`config.mk`:
```
export PLATFORM = sky130hd
export DESIGN_NAME = fsb_fill_ctrl
export DESIGN_NICKNAME = d
export VERILOG_FILES = /design/src/rtl/warplc_pkg.sv /design/src/rtl/fsb_fill_ctrl_fill_addr_gen.sv /design/src/rtl/fsb_fill_ctrl.sv
export SDC_FILE = /design/constraint.sdc
export NUM_CORES = 1
export LEC_CHECK = 0
export CORE_ASPECT_RATIO = 1.75
export CORE_UTILIZATION = 43
export DETAILED_ROUTE_END_ITERATION = 10
export GPL_TIMING_DRIVEN = 0
export PLACE_DENSITY_LB_ADDON = 0.1
export REMOVE_ABC_BUFFERS = 1
export SLEW_MARGIN = 40
export SYNTH_ARGS = -nofsm -noshare
export SYNTH_HDL_FRONTEND = slang
export SYNTH_SLANG_ARGS = --single-unit
export TNS_END_PERCENT = 10
```
`constraint.sdc`:
```
create_clock -name CLK -period 7.6 [get_ports CLK]
set_clock_uncertainty 0.05 [all_clocks]
set_input_delay 1.52 -clock CLK [delete_from_list [all_inputs] [get_ports CLK]]
set_output_delay 1.52 -clock CLK [all_outputs]
set_load 0.005 [all_outputs]
```
`src/rtl/warplc_pkg.sv`:
```
// ----------------------------------------------------------------------------
// warplc_pkg
//   Shared definitions for the FSB fill controller: the cycle-controller state
//   encoding, the latched CPU request record, default geometry, and the helper
//   that sizes the word-within-line index.
// ----------------------------------------------------------------------------
package warplc_pkg;

    localparam int unsigned LINE_WORDS_DEF = 4;   // 32-bit words per fill line
    localparam int unsigned AW_DEF         = 26;  // word-address width (FSB_A[27:2])

    typedef enum logic [2:0] {
        IDLE     = 3'd0,
        LOOKUP   = 3'd1,
        FILL     = 3'd2,
        UNC      = 3'd3,
        TERM     = 3'd4,
        WAIT_NAS = 3'd5
    } fsb_state_e;

    // CPU cycle attributes captured at the falling edge of CPU_nAS.
    typedef struct packed {
        logic        rnw;
        logic        cacheable;
        logic [3:0]  be;
        logic [31:0] wd;
    } fsb_req_t;

    // Width of the word index inside one line. A 2-word line still needs one bit.
    function automatic int unsigned idx_width(input int unsigned line_words);
        return (line_words <= 2) ? 1 : $clog2(line_words);
    endfunction

endpackage

```
`src/rtl/fsb_fill_ctrl_fill_addr_gen.sv`:
```
// ----------------------------------------------------------------------------
// fill_addr_gen
//   Word sequencer for a line fill. Loads the critical-word index, steps it
//   modulo LINE_WORDS on each accepted word, and flags the last word of the
//   line. The line base is held by the caller; only the low index moves.
// Ports
//   clk        in   rising-edge clock
//   rst        in   asynchronous active-high reset
//   load       in   start a new line at start_idx (word count cleared)
//   start_idx  in   critical-word index (low address bits)
//   advance    in   current word accepted; step to the next one
//   idx        out  current word index within the line
//   last       out  current word is the final word of the line
// ----------------------------------------------------------------------------
module fill_addr_gen
    import warplc_pkg::*;
#(
    parameter  int unsigned LINE_WORDS = LINE_WORDS_DEF,
    localparam int unsigned IW         = idx_width(LINE_WORDS)
) (
    input  logic          clk,
    input  logic          rst,
    input  logic          load,
    input  logic [IW-1:0] start_idx,
    input  logic          advance,
    output logic [IW-1:0] idx,
    output logic          last
);

    logic [IW-1:0] idx_q, idx_d;
    logic [IW-1:0] cnt_q, cnt_d;   // words already accepted in this line

    always_comb begin
        // NOTE: every combinational output gets a default first so no path leaves it unassigned (no latch).
        idx_d = idx_q;
        cnt_d = cnt_q;
        if (load) begin
            idx_d = start_idx;
            cnt_d = '0;
        end else if (advance) begin
            // LINE_WORDS is a power of two, so natural overflow is the modulo wrap.
            idx_d = idx_q + 1'b1;
            cnt_d = cnt_q + 1'b1;
        end
    end

    always_ff @(posedge clk or posedge rst) begin
        // NOTE: state updates use non-blocking assignments so every flop samples pre-edge values.
        if (rst) begin
            idx_q <= '0;
            cnt_q <= '0;
        end else begin
            idx_q <= idx_d;
            cnt_q <= cnt_d;
        end
    end

    assign idx  = idx_q;
    assign last = (cnt_q == IW'(LINE_WORDS - 1));

endmodule

```
`src/rtl/fsb_fill_ctrl.sv`:
```
// ----------------------------------------------------------------------------
// fsb_fill_ctrl
//   FSB cycle controller between the CPU bus and L2Prefetch. Each CPU_nAS
//   cycle is looked up in the prefetch buffer; a cacheable read miss fills the
//   whole line (critical word first) through the L2 write port, then looks up
//   again. Uncached accesses and all writes go straight to memory. Every
//   completed cycle is terminated with a single-cycle CPU_nSTERM.
//
// Configuration macro
//   WARPLC_WRITE_UPDATE_EN  defined  : a cacheable write updates the L2 line
//                                      (L2_WR with L2_WRM=B, L2_WRD=WD)
//                           undefined: a cacheable write invalidates L2 (L2_CLR)
//
// Ports
//   CLK, RST                 clock, asynchronous active-high reset
//   CPU_nAS, CPU_RnW         address strobe (active low), 1=read 0=write
//   FSB_A, FSB_B, FSB_WD     word address, byte enables, write data
//   CACHE_CS                 address is cacheable
//   L2_MATCH                 L2Prefetch hit, valid in the LOOKUP cycle
//   L2_WRA/WRD/WR/WRM        L2 write port (WR is a 1-cycle pulse)
//   L2_CLR                   L2 invalidate-all pulse
//   MEM_REQ/WE/A/WD/BE       memory request, held until MEM_ACK
//   MEM_ACK, MEM_RD          1-cycle ack with read data in the same cycle
//   BYP_D, BYP_OE            uncached read data and its FSB drive enable
//   CPU_nSTERM               synchronous termination, active low
// ----------------------------------------------------------------------------
module fsb_fill_ctrl
    import warplc_pkg::*;
#(
    parameter int unsigned LINE_WORDS = LINE_WORDS_DEF,
    parameter int unsigned AW         = AW_DEF
) (
    input  logic          CLK,
    input  logic          RST,
    input  logic          CPU_nAS,
    input  logic          CPU_RnW,
    input  logic [AW-1:0] FSB_A,
    input  logic [3:0]    FSB_B,
    input  logic [31:0]   FSB_WD,
    input  logic          CACHE_CS,
    input  logic          L2_MATCH,
    output logic [AW-1:0] L2_WRA,
    output logic [31:0]   L2_WRD,
    output logic          L2_WR,
    output logic [3:0]    L2_WRM,
    output logic          L2_CLR,
    output logic          MEM_REQ,
    output logic          MEM_WE,
    output logic [AW-1:0] MEM_A,
    output logic [31:0]   MEM_WD,
    output logic [3:0]    MEM_BE,
    input  logic          MEM_ACK,
    input  logic [31:0]   MEM_RD,
    output logic [31:0]   BYP_D,
    output logic          BYP_OE,
    output logic          CPU_nSTERM
);

    localparam int unsigned IW = idx_width(LINE_WORDS);

    fsb_state_e    state_q,    state_d;
    logic [AW-1:0] a_q,        a_d;
    fsb_req_t      req_q,      req_d;
    logic          aborted_q,  aborted_d;    // nAS rose while the access was in flight
    logic          relookup_q, relookup_d;   // this LOOKUP follows a completed fill

    logic [AW-1:0] l2_wra_q,   l2_wra_d;
    logic [31:0]   l2_wrd_q,   l2_wrd_d;
    logic          l2_wr_q,    l2_wr_d;
    logic [3:0]    l2_wrm_q,   l2_wrm_d;
    logic          l2_clr_q,   l2_clr_d;
    logic          mem_req_q,  mem_req_d;
    logic          mem_we_q,   mem_we_d;
    logic [AW-1:0] mem_a_q,    mem_a_d;
    logic [31:0]   mem_wd_q,   mem_wd_d;
    logic [3:0]    mem_be_q,   mem_be_d;
    logic [31:0]   byp_d_q,    byp_d_d;
    logic          byp_oe_q,   byp_oe_d;
    logic          nsterm_q,   nsterm_d;

    logic          gen_load;
    logic          gen_advance;
    logic [IW-1:0] gen_idx;
    logic          gen_last;
    logic          abort_now;

    fill_addr_gen #(
        .LINE_WORDS (LINE_WORDS)
    ) u_fill_addr_gen (
        .clk       (CLK),
        .rst       (RST),
        .load      (gen_load),
        .start_idx (a_q[IW-1:0]),
        .advance   (gen_advance),
        .idx       (gen_idx),
        .last      (gen_last)
    );

    always_comb begin
        state_d     = state_q;
        a_d         = a_q;
        req_d       = req_q;
        aborted_d   = aborted_q;
        relookup_d  = relookup_q;
        l2_wra_d    = l2_wra_q;
        l2_wrd_d    = l2_wrd_q;
        l2_wr_d     = 1'b0;
        l2_wrm_d    = l2_wrm_q;
        l2_clr_d    = 1'b0;
        mem_req_d   = mem_req_q;
        mem_we_d    = mem_we_q;
        mem_a_d     = mem_a_q;
        mem_wd_d    = mem_wd_q;
        mem_be_d    = mem_be_q;
        byp_d_d     = byp_d_q;
        byp_oe_d    = byp_oe_q;
        nsterm_d    = 1'b1;
        gen_load    = 1'b0;
        gen_advance = 1'b0;
        // An abort is recognised in the very cycle nAS is seen high, including the ack cycle.
        abort_now   = aborted_q | CPU_nAS;

        unique case (state_q)
            IDLE: begin
                if (!CPU_nAS) begin
                    a_d        = FSB_A;
                    req_d      = '{rnw: CPU_RnW, cacheable: CACHE_CS, be: FSB_B, wd: FSB_WD};
                    aborted_d  = 1'b0;
                    relookup_d = 1'b0;
                    state_d    = LOOKUP;
                end
            end

            LOOKUP: begin
                relookup_d = 1'b0;
                if (req_q.rnw && req_q.cacheable) begin
                    if (L2_MATCH) begin
                        nsterm_d = 1'b0;
                        state_d  = TERM;
                    end else begin
                        // Critical word is the requested address itself.
                        gen_load  = 1'b1;
                        mem_req_d = 1'b1;
                        mem_we_d  = 1'b0;
                        mem_a_d   = a_q;
                        mem_be_d  = 4'hF;
                        state_d   = FILL;
                    end
                end else begin
                    mem_req_d = 1'b1;
                    mem_we_d  = ~req_q.rnw;
                    mem_a_d   = a_q;
                    mem_wd_d  = req_q.wd;
                    mem_be_d  = req_q.be;
                    state_d   = UNC;
                end
            end

            FILL: begin
                aborted_d = abort_now;
                if (mem_req_q) begin
                    if (MEM_ACK) begin
                        mem_req_d   = 1'b0;
                        l2_wr_d     = 1'b1;
                        l2_wra_d    = mem_a_q;
                        l2_wrd_d    = MEM_RD;
                        l2_wrm_d    = 4'hF;
                        gen_advance = 1'b1;
                        if (gen_last) begin
                            if (abort_now) begin
                                state_d = IDLE;
                            end else begin
                                relookup_d = 1'b1;
                                state_d    = LOOKUP;
                            end
                        end
                    end
                end else begin
                    // Gap cycle after an ack: the index has already stepped.
                    mem_req_d = 1'b1;
                    mem_a_d   = {a_q[AW-1:IW], gen_idx};
                end
            end

            UNC: begin
                aborted_d = abort_now;
                if (mem_req_q && MEM_ACK) begin
                    mem_req_d = 1'b0;
                    if (req_q.rnw) begin
                        byp_d_d  = MEM_RD;
                        byp_oe_d = ~abort_now;
                    end else if (req_q.cacheable) begin
`ifdef WARPLC_WRITE_UPDATE_EN
                        l2_wr_d  = 1'b1;
                        l2_wra_d = a_q;
                        l2_wrd_d = req_q.wd;
                        l2_wrm_d = req_q.be;
`else
                        l2_clr_d = 1'b1;
`endif
                    end
                    if (abort_now) begin
                        state_d = IDLE;
                    end else begin
                        nsterm_d = 1'b0;
                        state_d  = TERM;
                    end
                end
            end

            TERM: begin
                byp_oe_d = 1'b0;
                state_d  = WAIT_NAS;
            end

            WAIT_NAS: begin
                if (CPU_nAS) begin
                    state_d = IDLE;
                end
            end

            default: begin
                state_d = IDLE;
            end
        endcase
    end

    always_ff @(posedge CLK or posedge RST) begin
        if (RST) begin
            // NOTE: datapath registers are reset too, so every output is defined straight out of reset.
            state_q    <= IDLE;
            a_q        <= '0;
            req_q      <= '0;
            aborted_q  <= 1'b0;
            relookup_q <= 1'b0;
            l2_wra_q   <= '0;
            l2_wrd_q   <= '0;
            l2_wr_q    <= 1'b0;
            l2_wrm_q   <= '0;
            l2_clr_q   <= 1'b0;
            mem_req_q  <= 1'b0;
            mem_we_q   <= 1'b0;
            mem_a_q    <= '0;
            mem_wd_q   <= '0;
            mem_be_q   <= '0;
            byp_d_q    <= '0;
            byp_oe_q   <= 1'b0;
            nsterm_q   <= 1'b1;
        end else begin
            state_q    <= state_d;
            a_q        <= a_d;
            req_q      <= req_d;
            aborted_q  <= aborted_d;
            relookup_q <= relookup_d;
            l2_wra_q   <= l2_wra_d;
            l2_wrd_q   <= l2_wrd_d;
            l2_wr_q    <= l2_wr_d;
            l2_wrm_q   <= l2_wrm_d;
            l2_clr_q   <= l2_clr_d;
            mem_req_q  <= mem_req_d;
            mem_we_q   <= mem_we_d;
            mem_a_q    <= mem_a_d;
            mem_wd_q   <= mem_wd_d;
            mem_be_q   <= mem_be_d;
            byp_d_q    <= byp_d_d;
            byp_oe_q   <= byp_oe_d;
            nsterm_q   <= nsterm_d;
        end
    end

    assign L2_WRA     = l2_wra_q;
    assign L2_WRD     = l2_wrd_q;
    assign L2_WR      = l2_wr_q;
    assign L2_WRM     = l2_wrm_q;
    assign L2_CLR     = l2_clr_q;
    assign MEM_REQ    = mem_req_q;
    assign MEM_WE     = mem_we_q;
    assign MEM_A      = mem_a_q;
    assign MEM_WD     = mem_wd_q;
    assign MEM_BE     = mem_be_q;
    assign BYP_D      = byp_d_q;
    assign BYP_OE     = byp_oe_q;
    assign CPU_nSTERM = nsterm_q;

`ifndef SYNTHESIS
    // A line that was just filled must hit; a miss here means the L2 dropped the fill.
    refill_hit_a: assert property (@(posedge CLK) disable iff (RST)
        (state_q == LOOKUP && relookup_q) |-> L2_MATCH)
        else $error("fsb_fill_ctrl: miss on re-lookup after line fill");
`endif

endmodule
```
Word level (Yosys, flattened, before mapping)
Index checks and enable logic that the tools add are counted.
{"block": "word_totals", "regBits": 231, "input_bits": 101, "out_inout_bits": 162}
{"block": "classes", "addsub": 2, "n_eq_ne": 16, "mux": 48, "n_bitwise": 5, "reduce_logical": 19}
{"cell": "$mux 26", "count": 3}
{"cell": "$pmux 26 s2", "count": 1}
{"cell": "$mux 3", "count": 9}
{"cell": "$mux 1", "count": 24}
{"cell": "$ne 2x2->1 const B", "count": 9}
{"cell": "$pmux 3 s6", "count": 1}
{"cell": "$reduce_and 3->1", "count": 5}
{"cell": "$mux 2", "count": 4}
{"cell": "$mux 4", "count": 2}
{"cell": "$reduce_and 2->1", "count": 4}
{"cell": "$reduce_bool 2->1", "count": 4}
{"cell": "$eq 3x2->1 const B", "count": 2}
{"cell": "$eq 3x3->1 const B", "count": 2}
{"cell": "$pmux 1 s2", "count": 3}
{"cell": "$reduce_and 6->1", "count": 1}
{"cell": "$add 2x1->2 const B", "count": 2}
{"cell": "$not 1->1", "count": 4}
{"cell": "$eq 3x1->1 const B", "count": 1}
{"cell": "$logic_not 3->1", "count": 1}
{"cell": "$ne 3x3->1 const B", "count": 1}
{"cell": "$pmux 1 s3", "count": 1}
{"cell": "$reduce_bool 3->1", "count": 1}
{"cell": "$eq 2x2->1 const B", "count": 1}
{"cell": "$logic_and 1x1->1", "count": 2}
{"cell": "2 further kinds", "count": 2}

Longest topological paths before layout
Gate-level depths: netlist of run 1.
{"block": "depth", "depth_word": 6, "mapped_depth": 6}

By module
From an unflattened synthesis of run 1, not the netlist that was laid out.
{"block": "hier_totals", "cells_unflattened": 555, "area_unflattened_um2": 8927.3}
{"mod": "fsb_fill_ctrl", "n_inst": 1, "cells_per_inst": 538, "area_per_inst_um2": 8733.4, "seq_area_each_um2": 5681.7}
{"mod": "fill_addr_gen", "n_inst": 1, "cells_per_inst": 17, "area_per_inst_um2": 193.9, "seq_area_each_um2": 100.1}

Worst setup path after synthesis of run 1
OpenSTA, ideal clock, no wires.
{"block": "synth_timing", "path_type": "in2reg", "start": "input CPU_nAS", "end": "register a_q[13]", "setup_ps": 125, "t_arrival_ps": 2700, "required_time_ps": 7425, "setup_slack_ps": 4726, "stages": 5, "path_cell_list": "buf_2 -> nor4_2 -> buf_2 -> buf_2 -> mux2_2"}
{"block": "synth_via", "elab_chain_len": 2}
{"element": "start: declaration", "line": "fsb_fill_ctrl.sv:35", "source": "input logic CPU_nAS,"}
{"element": "$not 1->1 (no line)"}
{"element": "$reduce_and 2->1 (no line)"}
{"element": "end signal: assignment", "line": "fsb_fill_ctrl.sv:232", "source": "a_q <= '0;"}
{"element": "end signal: assignment", "line": "fsb_fill_ctrl.sv:251", "source": "a_q <= a_d;"}
{"element": "end: declaration", "line": "fsb_fill_ctrl.sv:62", "source": "logic [AW-1:0] a_q, a_d;"}
No other way between the ends.
A chain may end at the register's enable or synchronous reset.

Final worst setup path of run 1
{"block": "layout_timing", "start": "input MEM_ACK", "end": "register byp_d_q[12] (netlist: BYP_D[12])"}
{"block": "layout_via", "elab_chain_len": 2}
{"element": "start: declaration", "line": "fsb_fill_ctrl.sv:52", "source": "input logic MEM_ACK,"}
{"element": "$logic_and 1x1->1", "line": "fsb_fill_ctrl.sv:187", "source": "if (mem_req_q && MEM_ACK) begin"}
{"element": "$reduce_and 3->1 (no line)"}
{"element": "end signal: assignment", "line": "fsb_fill_ctrl.sv:265", "source": "byp_d_q <= byp_d_d;"}
{"element": "end: declaration", "line": "fsb_fill_ctrl.sv:77", "source": "logic [31:0] byp_d_q, byp_d_d;"}
No other way between the ends.

==> results of run 1 <==
[cells in the mapped netlist, drive strengths merged]
cell type | instances | area, sq um
dfrtp | 230 | 5760
mux2 | 207 | 2400
buf | 29 | 185
o21ai | 11 | 55.1
inv | 10 | 37.5
nand2 | 8 | 32.5
nor2 | 6 | 22.5
nand3 | 5 | 25.0
a21oi | 4 | 20.0
nor4 | 4 | 31.3
o22a | 4 | 35.0
or3 | 4 | 25.0
clkbuf | 3 | 11.3
nor2b | 3 | 18.8
nor3 | 3 | 15.0
o31ai | 3 | 22.5
a221oi | 2 | 17.5
a311oi | 2 | 17.5
a31oi | 2 | 12.5
nand4 | 2 | 12.5
nor3b | 2 | 26.3
or3b | 2 | 20.0
a21boi | 1 | 7.51
a22o | 1 | 8.76
a22oi | 1 | 7.51
a2bb2oi | 1 | 26.3
and3 | 1 | 6.26
and3b | 1 | 8.76
dfstp | 1 | 26.3
ha | 1 | 12.5
nand2b | 1 | 6.26
nor4bb | 1 | 10.0
o211ai | 1 | 7.51
o221ai | 1 | 8.76
o22ai | 1 | 6.26
o2bb2ai | 1 | 8.76
or4 | 1 | 7.51
[power by group through the flow]
stage | clock, W | combinational (W) | sequential, W
final | 0.00112 | 0.00231 | 0.00224
after global routing | 0.00120 | 0.00249 | 0.00233
after CTS | 0.00115 | 0.00235 | 0.00225
after detailed placement | 0 | 0.00234 | 0.00227
after global placement | 0 | 0.00225 | 0.00222
after floorplan | 0 | 0.00111 | 0.00222
[path summary, 6_finish.rpt]
check	endpoint	slack, ns	depth (start not counted)
min in group asynchronous	BYP_D[30]	1.35	2
min	MEM_BE[1]	0.44	1
max reg2reg	BYP_D[12]	5.02	6
max	BYP_D[12]	4.09	7
max in group asynchronous	CPU_nSTERM	5.13	4
min reg2reg	MEM_BE[1]	0.44	1
[flip-flops by register name, indices dropped and copies added (netlist names), 2 cells and up]
register               flops
a_q                       26
req_q                     38
L2_WRA                    26
MEM_A                     26
BYP_D                     32
L2_WRD                    32
state_q                    3
u_fill_addr_gen.idx        2
MEM_WD                    32
u_fill_addr_gen.cnt_q      2
MEM_BE                     4
[area by class of cell]
class                   instances  area (sq um)
inverters                      10          45.0
fillers                      1640          7660
flip-flops and latches        231          5780
clock buffers                  36           714
repair buffers                280          2850
multi-input cells             288          2970
clock inverters                 4          45.0
well taps                     248           310
[through the flow]
step / worst slack, ns / instances / util (%)
floorplan: -0.301 / 529 / -
global placement: -2.72 / 1039 / 57.4
detailed placement: 3.58 / 1057 / 58.7
CTS: 4.11 / 1097 / 62.4
global route: 3.98 / 1097 / 62.4
finish: 4.09 / 1097 / 62.4
[kinds of logic (layout without fill, tap and decap cells)]
| family | after synthesis | after routing | synth area share, % |
|---|---|---|---|
| DFF | 231 | 231 | 64.6 |
| muxes | 207 | 207 | 26.8 |
| and+or+nand+nor | 44 | 44 | 2.99 |
| buffers and inverters | 42 | 330 | 2.61 |
| AOI/OAI and AO/OA | 36 | 36 | 2.92 |
| adders and majority gates | 1 | 1 | 0.140 |
[routing by layer]
layer | up-vias | part of all wire [%]
li1 | 2555 | -
met1 | 2823 | 37
met2 | 216 | 52
met4 | 0 | 2.2
met3 | 32 | 8.9
met5 | - | 0
==> flow_summary_export.csv, run 1 <==
group,metric,value,unit
pwr,ir_worst_vdd,0.262,mV
global_routing,use_met3,5.87,%
worst_setup_path,crit_top_cell,"buf_4",
worst_setup_path,worstSetupPathType,"in2reg",
cells_and_area,area_growth,42.0,%
yosys,ys_types,44,
route,vias_per_cell,5.13,
run_status,failed_checks,"design-rule violations",
worst_setup_path,endpoint_kind,"register",
cells_and_area,n_antenna_cell,0,
global_routing,grt_pass1_vias,6322,
floorplan,pin_count,263,
floorplan,core-area,20400,sq um
cells_and_area,nets,935,
worst_setup_path,crit_start,"MEM_ACK",
pwr,power_switching_share,27.9,%
global_routing,use_met2,34.4,%
sta,relSlewSlack,58.3,%
clocking,clock-sinks,231,
floorplan,rows,69,
placement,dp_hpwl,14700,microns
global_routing,gr-usage-met1,21.0,%
sta,setup_viol,0,
route,totalWireLength,20000,microns
min_path,min_from,"MEM_BE[1]",
yosys,synth_seq_cells,231,
pwr,p_leak,5.45,nW
worst_setup_path,arrival,3.84,ns
sta,finalCritPeriodShare,46.2,%
worst_setup_path,cp_top_family,"buffers and inverters",
worst_setup_path,start_kind,"input pin",
run,cap_violations,0,
clocking,clk_latency,0.49,ns
route,final_antenna_net_count,0,
clocking,clock-root-buffer,"clkbuf_16",
yosys,ys_warn_count,0,
sta,layout_min_cycle_time,3.51,ns
sta,hold_violations,0,
clocking,cts.path.max_buffers,3,
worst_setup_path,regToRegStartpoint,"state_q[2]",
worst_setup_path,cp_slowest_cell,"clkdlybuf4s50_1",
clocking,path_clk_slew,0.06,ns
floorplan,die_w,111,microns
worst_setup_path,cpPeakStageDelay,0.58,ns
route,initialDrtViolationCount,201,
pwr,p_total,0.00566,W
pwr,power_frac_clock,19.7,%
sta,maxSlewViolCount,0,
global_routing,track_usage,19.0,%
global_routing,grt_max_degree,82,
global_routing,grt_pass1_wl,32600,microns
clocking,cts_hold_buf,0,
clocking,cts_resized,0,
pwr,p_per_area,445,nW/um^2
clocking,cts_tree,"yes",
placement,port_buffers,262,
min_path,hold_class,"reg2reg",
route,drc_errors,48,
pwr,switchingPower,0.00158,W
global_routing,gr-total-overflow,0,
cells_and_area,layout_common_cells,"262 x clkdlybuf4s50_1, 230 x dfrtp_1, 189 x mux2_2, 23 x clkbuf_16, 18 x mux2_4",
sta,worstMarginPinSlew,0.626,ns
yosys,synth_seq_area_share,64.6,%
cells_and_area,drive_gt1_share,31.7,%
worst_setup_path,critical_path_required,7.93,ns
sta,whs,0.439,ns
placement,dpl_cell_area,12000,sq um
clocking,cts_htree_levels,1,
pwr,comb_power_share,40.8,%
pwr,p_int,0.00408,W
sta,fmax,285,MHz
cells_and_area,final_area,12700,sq um
cells_and_area,layout_commonest_cell,"clkdlybuf4s50_1",
yosys,syn-instance-count,561,
global_routing,top_usage_layer,"met2",
floorplan,start_util,44.0,%
pwr,p_seq_share,39.5,%
route,drt-pass1-iter-count,7,
sta,setup_tns,0,ns
route,route.vias.total,5626,
floorplan,die-area,21400,sq um
worst_setup_path,worstPathBufferInverterCount,4,
floorplan,die_y,193,microns
sta,grt_setup_unrepaired,"no",
clocking,cts_buffers,22,
yosys,avgSynthCellArea,16.0,sq um
route,routedWlPerCell,18.2,microns
yosys,syn-cell-area,8960,sq um
global_routing,antenna_found_initial,0,
placement,finalWeightedCongestion,0.763,
run_status,status,"finished with violations",
clocking,postCtsSetupBuffers,0,
worst_setup_path,path_cells,"clkdlybuf4s50_1, and3b_1, nand4_1, buf_6, buf_4, buf_4, mux2_2",
worst_setup_path,path_max_fanout,10,
Note: power is estimated with default switching activity, not from simulation.
==> run 2: changes to the inputs <==
--- a/config.mk
+++ b/config.mk
@@ -6,7 +6,7 @@
 export NUM_CORES = 1
 export LEC_CHECK = 0
 export CORE_ASPECT_RATIO = 1.75
-export CORE_UTILIZATION = 43
+export CORE_UTILIZATION = 47
 export DETAILED_ROUTE_END_ITERATION = 10
 export GPL_TIMING_DRIVEN = 0
 export PLACE_DENSITY_LB_ADDON = 0.1
==> constraint.sdc (replaced) <==
create_clock -name CLK -period 3.7 [get_ports CLK]
set_clock_uncertainty 0.05 [all_clocks]
set_input_delay 0.74 -clock CLK [delete_from_list [all_inputs] [get_ports CLK]]
set_output_delay 0.74 -clock CLK [all_outputs]
set_load 0.005 [all_outputs]
==> flow_summary_export.csv, run 2 (synthesis gave the netlist of run 1 again) <==
group,metric,value,unit
clocking,clock-sinks,231,
worst_setup_path,crit_top_cell,"buf_4",
sta,whs,0.441,ns
placement,port_buffers,262,
clocking,postCtsSetupBuffers,0,
worst_setup_path,reg2reg_slack,1.05,ns
cells_and_area,layout_commonest_cell,"clkdlybuf4s50_1",
floorplan,start_util,48.0,%
route,initialDrtViolationCount,188,
pwr,comb_power_share,41.7,%
worst_setup_path,arrival,3.12,ns
cells_and_area,layout_common_cells,"262 x clkdlybuf4s50_1, 230 x dfrtp_1, 189 x mux2_2, 21 x clkbuf_16, 18 x mux2_4",
cells_and_area,register_area,5780,sq um
global_routing,grt_pass1_wl,31400,microns
cells_and_area,largest_register,"req_q",
route,totalWireLength,19900,microns
pwr,power_frac_clock,17.7,%
clocking,clock-root-buffer,"clkbuf_16",
cells_and_area,fillers,1402,
min_path,min_from,"MEM_BE[0]",
clocking,cts.path.max_buffers,3,
cells_and_area,drive_gt1_share,31.2,%
placement,dp.cells,1045,
worst_setup_path,path_cells,"clkdlybuf4s50_1, and3b_1, nand4_1, buf_4, buf_4, buf_4, mux2_2",
sta,maxSlewViolCount,0,
sta,worstMarginPinSlew,0.613,ns
cells_and_area,nets,932,
global_routing,grt_pass1_vias,6214,
clocking,cts_resized,0,
floorplan,rows,66,
floorplan,die_w,106,microns
floorplan,pin_count,263,
clocking,cts_tree,"yes",
pwr,p_total,0.0114,W
pwr,p_per_area,906,nW/um^2
pwr,power_switching_share,28.5,%
cells_and_area,area_growth,40.0,%
floorplan,die_y,185,microns
global_routing,track_usage,20.3,%
sta,hold_violations,0,
clocking,cts_htree_levels,1,
placement,dp_hpwl,14500,microns
route,routedWlPerCell,18.4,microns
sta,setup_viol,0,
pwr,switchingPower,0.00324,W
clocking,clk_latency,0.49,ns
route,route.vias.total,5626,
clocking,path_clk_slew,0.06,ns
worst_setup_path,crit_start,"MEM_ACK",
floorplan,core-area,18700,sq um
floorplan,die-area,19600,sq um
worst_setup_path,critical_path_required,4.03,ns
worst_setup_path,path_max_fanout,10,
route,vias_per_cell,5.20,
worst_setup_path,regToRegStartpoint,"state_q[2]",
worst_setup_path,cpPeakStageDelay,0.58,ns
cells_and_area,largest_reg_flops,38,
min_path,hold_class,"reg2reg",
route,drt-pass1-iter-count,4,
placement,finalWeightedCongestion,0.837,
worst_setup_path,worst-r2r-cell-count,6,
sta,fmax,359,MHz
route,final_antenna_net_count,0,
global_routing,antenna_found_initial,1,
pwr,p_int,0.00812,W
worst_setup_path,timing.rr.end,"BYP_D[11]",
pwr,p_leak,5.38,nW
route,drc_errors,0,
cells_and_area,multi_input_area,2970,sq um
min_path,hold_path_end,"MEM_BE[0]",
sta,worst_slack,0.913,ns
run,cap_violations,0,
global_routing,grt_max_degree,87,
global_routing,gr-total-overflow,0,
sta,layout_min_cycle_time,2.79,ns
sta,finalCritPeriodShare,75.3,%
worst_setup_path,endpoint_kind,"register",
pwr,p_seq_share,40.6,%
clocking,cts_hold_buf,0,
min_path,holdPathStages,1,
cells_and_area,final_cells,1081,
worst_setup_path,start_kind,"input pin",
placement,place_ws,0.399,ns
run_status,status,"completed",
pwr,ir_worst_vdd,0.538,mV
sta,relSlewSlack,59.2,%
sta,grt_setup_unrepaired,"no",
worst_setup_path,worstSetupPathType,"in2reg",
worst_setup_path,cp_slowest_cell,"clkdlybuf4s50_1",
clocking,cts_buffers,21,
==> run 2: cell types whose count changed in the layout (fill, tap and decap cells not counted), sizes merged <==
| cell | previous run | this run |
|---|---|---|
| clkbuf | 36 | 28 |
| clkinv | 3 | 6 |
| buf | 18 | 16 |
| bufinv | 1 | 0 |
| diode | 0 | 1 |
| inv | 10 | 11 |
==> run 2: final cells by class <==
class	instances	area share [%]
clock inverter	7	0.309
multi-input combinational	288	23.7
timing repair buffer	278	22.5
antenna	1	0.0200
clock buffer	28	4.72
inverter	10	0.359
tap	238	2.37
sequential	231	46.1
==> run 2: worst max path at each step <==
stage	end	depth (start not counted)
floorplan	BYP_D[0]	1
global route	BYP_D[11]	7
CTS	BYP_D[11]	7
finish	BYP_D[11]	7
detailed placement	BYP_D[11]	7
global placement	MEM_WD[4]	2
==> run 2: power groups by stage <==
stage	logic (W)	registers [W]	clock network (W)
after global placement	0.00460	0.00455	0
final	0.00474	0.00461	0.00201
after detailed placement	0.00479	0.00467	0
after floorplan	0.00227	0.00455	0
after CTS	0.00482	0.00463	0.00207
after global routing	0.00509	0.00478	0.00217
==> run 2: critical path: cells and delay by family <==
| kind | cells | cell delay [ns] |
|---|---|---|
| multiplexers | 1 | 0.28 |
| buffers and inverters | 4 | 1.33 |
| AND/OR/NAND/NOR | 2 | 0.75 |
==> run 2: layer usage <==
metal / global-route usage [%] / vias up / routed length, microns
li1: - / 2535 / -
met2: 37.1 / 232 / 10600
met1: 21.8 / 2822 / 6980
met3: 6.05 / 37 / 1720
met4: 7.61 / 0 / 588
met5: 0 / - / 0
==> run 2: through the flow <==
step | utilization [%] | setup TNS [ns] | instance area (sq um)
4_1_cts | 67.2 | 0 | 12500
3_5_place_dp | 63.8 | 0 | 11900
5_1_grt | 67.2 | 0 | 12500
6_report | 67.2 | 0 | 12500
3_3_place_gp | 62.6 | -1664.03 | 11700
2_1_floorplan | - | -868.87 | 8760
==> run 3: changes to the inputs <==
--- a/config.mk
+++ b/config.mk
@@ -6,7 +6,7 @@
 export NUM_CORES = 1
 export LEC_CHECK = 0
 export CORE_ASPECT_RATIO = 1.75
-export CORE_UTILIZATION = 47
+export CORE_UTILIZATION = 43
 export DETAILED_ROUTE_END_ITERATION = 10
 export GPL_TIMING_DRIVEN = 0
 export PLACE_DENSITY_LB_ADDON = 0.1
==> constraint.sdc (replaced) <==
create_clock -name CLK -period 2.5 [get_ports CLK]
set_clock_uncertainty 0.05 [all_clocks]
set_input_delay 0.5 -clock CLK [delete_from_list [all_inputs] [get_ports CLK]]
set_output_delay 0.5 -clock CLK [all_outputs]
set_load 0.005 [all_outputs]
==> flow_summary_export.csv, run 3 (synthesis gave the netlist of run 1 again) <==
group,metric,value,unit
cells_and_area,n_antenna_cell,0,
placement,place_ws,-0.495,ns
clocking,path_clk_slew,0.06,ns
route,initialDrtViolationCount,227,
sta,worstMarginPinSlew,0.651,ns
cells_and_area,layout_commonest_cell,"clkdlybuf4s50_1",
pwr,power_switching_share,27.9,%
route,vias_per_cell,5.13,
worst_setup_path,timing.rr.end,"MEM_A[15]",
cells_and_area,largest_register,"req_q",
worst_setup_path,regToRegStartpoint,"state_q[1]",
worst_setup_path,reg2reg_slack,0.12,ns
floorplan,die_w,111,microns
cells_and_area,area_growth,42.2,%
clocking,cts_htree_levels,1,
route,drt-pass1-iter-count,7,
sta,worst_slack,0.108,ns
pwr,switchingPower,0.00482,W
pwr,p_int,0.0124,W
global_routing,antenna_found_initial,0,
global_routing,grt_max_degree,82,
clocking,clock-sinks,231,
sta,maxSlewViolCount,0,
sta,hold_violations,0,
route,totalWireLength,20100,microns
clocking,clk_latency,0.49,ns
route,route.vias.total,5648,
placement,dp.cells,1057,
clocking,clock-root-buffer,"clkbuf_16",
sta,layout_min_cycle_time,2.39,ns
run_status,status,"finished with violations",
cells_and_area,layout_common_cells,"262 x clkdlybuf4s50_1, 229 x dfrtp_1, 189 x mux2_2, 23 x clkbuf_16, 18 x mux2_4",
floorplan,die-area,21400,sq um
worst_setup_path,worstSetupPathType,"in2reg",
sta,setup_viol,0,
floorplan,start_util,44.0,%
sta,whs,0.327,ns
worst_setup_path,arrival,2.72,ns
sta,grt_setup_unrepaired,"no",
cells_and_area,final_cells,1100,
sta,relSlewSlack,56.6,%
global_routing,track_usage,19.0,%
global_routing,gr-total-overflow,0,
sta,fmax,418,MHz
global_routing,grt_pass1_vias,6326,
run_status,failed_checks,"design-rule violations",
cells_and_area,fillers,1638,
cells_and_area,drive_gt1_share,32.0,%
pwr,p_total,0.0172,W
route,drc_errors,48,
worst_setup_path,worst-r2r-cell-count,5,
sta,finalCritPeriodShare,95.7,%
clocking,cts_tree,"yes",
worst_setup_path,start_kind,"input pin",
worst_setup_path,critical_path_required,2.83,ns
cells_and_area,final_area,12700,sq um
pwr,p_seq_share,39.5,%
pwr,comb_power_share,40.8,%
cells_and_area,largest_reg_flops,38,
placement,dp_hpwl,14700,microns
placement,finalWeightedCongestion,0.763,
route,final_antenna_net_count,0,
global_routing,grt_pass1_wl,32600,microns
clocking,cts_buffers,22,
floorplan,core-area,20400,sq um
floorplan,pin_count,263,
placement,dpl_cell_area,12000,sq um
pwr,power_frac_clock,19.7,%
worst_setup_path,path_max_fanout,9,
min_path,hold_class,"in2async",
placement,port_buffers,262,
run,cap_violations,0,
clocking,cts.path.max_buffers,3,
floorplan,die_y,193,microns
pwr,ir_worst_vdd,0.796,mV
pwr,p_per_area,1350,nW/um^2
worst_setup_path,crit_start,"CPU_nAS",
worst_setup_path,endpoint_kind,"register",
route,routedWlPerCell,18.2,microns
floorplan,rows,69,
pwr,p_leak,5.47,nW
cells_and_area,nets,938,
[run 3: changes by cell type in the layout (fill, tap and decap cells not counted), sizes merged]
cell | previous run | this run
clkbuf | 28 | 36
buf | 16 | 21
clkinv | 6 | 3
bufinv | 0 | 1
diode | 1 | 0
inv | 11 | 10
[run 3: final cells by class]
class	instances	area, sq um	share of cell area (%)
clock buffers	36	714	5.61
clock inverters	4	45.0	0.354
inverters	10	45.0	0.354
multi-input cells	288	2970	23.3
flip-flops and latches	231	5780	45.4
well taps	248	310	2.44
repair buffers	283	2880	22.6
[run 3: power by group through the flow]
stage	sequential (W)	combinational [W]	clock [W]
2_1_floorplan	0.00674	0.00337	0
3_3_place_gp	0.00674	0.00681	0
3_5_place_dp	0.00689	0.00711	0
4_1_cts	0.00684	0.00714	0.00350
5_1_grt	0.00708	0.00758	0.00363
6_report	0.00681	0.00704	0.00340
[run 3: stage by stage]
stage,util [%],TNS (ns)
floorplan,-,-1178.48
global placement,57.4,-2066.68
detailed placement,58.7,-22.49
CTS,62.5,0
global route,62.5,0
finish,62.5,0
[run 3: worst max path at each step]
stage / to / slack [ns] / depth (start not counted)
final: req_q[18] / 0.11 / 7
after global routing: req_q[4] / 0.006 / 7
after CTS: req_q[18] / 0.003 / 6
after detailed placement: req_q[18] / -0.50 / 7
after global placement: MEM_WD[19] / -6.80 / 2
after floorplan: BYP_D[0] / -4.38 / 1
[run 3: worst max-delay path, stage by stage]
cell	delay, ns
clkdlybuf4s50_1	0.59
nor4_4	0.43
buf_4	0.25
buf_4	0.21
buf_4	0.20
buf_4	0.18
mux2_2	0.34
[run 3: timing repair]
| item | in CTS | in global routing |
|---|---|---|
| endpoints found under the setup margin | 17 | 13 |
| pin swaps | 2 | 1 |
| buffers inserted | 1 | 2 |
| hold buffers | 0 | 0 |
| resized for setup | 1 | 0 |
[run 3: routing by layer]
metal  vias to the layer above  part of all wire, %  global-route usage, %
met1                      2827                   36                   21.0
met2                       227                   52                   34.5
met4                         0                  2.3                   6.44
met5                         -                    0                      0
li1                       2558                    -                      -
met3                        36                  9.0                   5.87
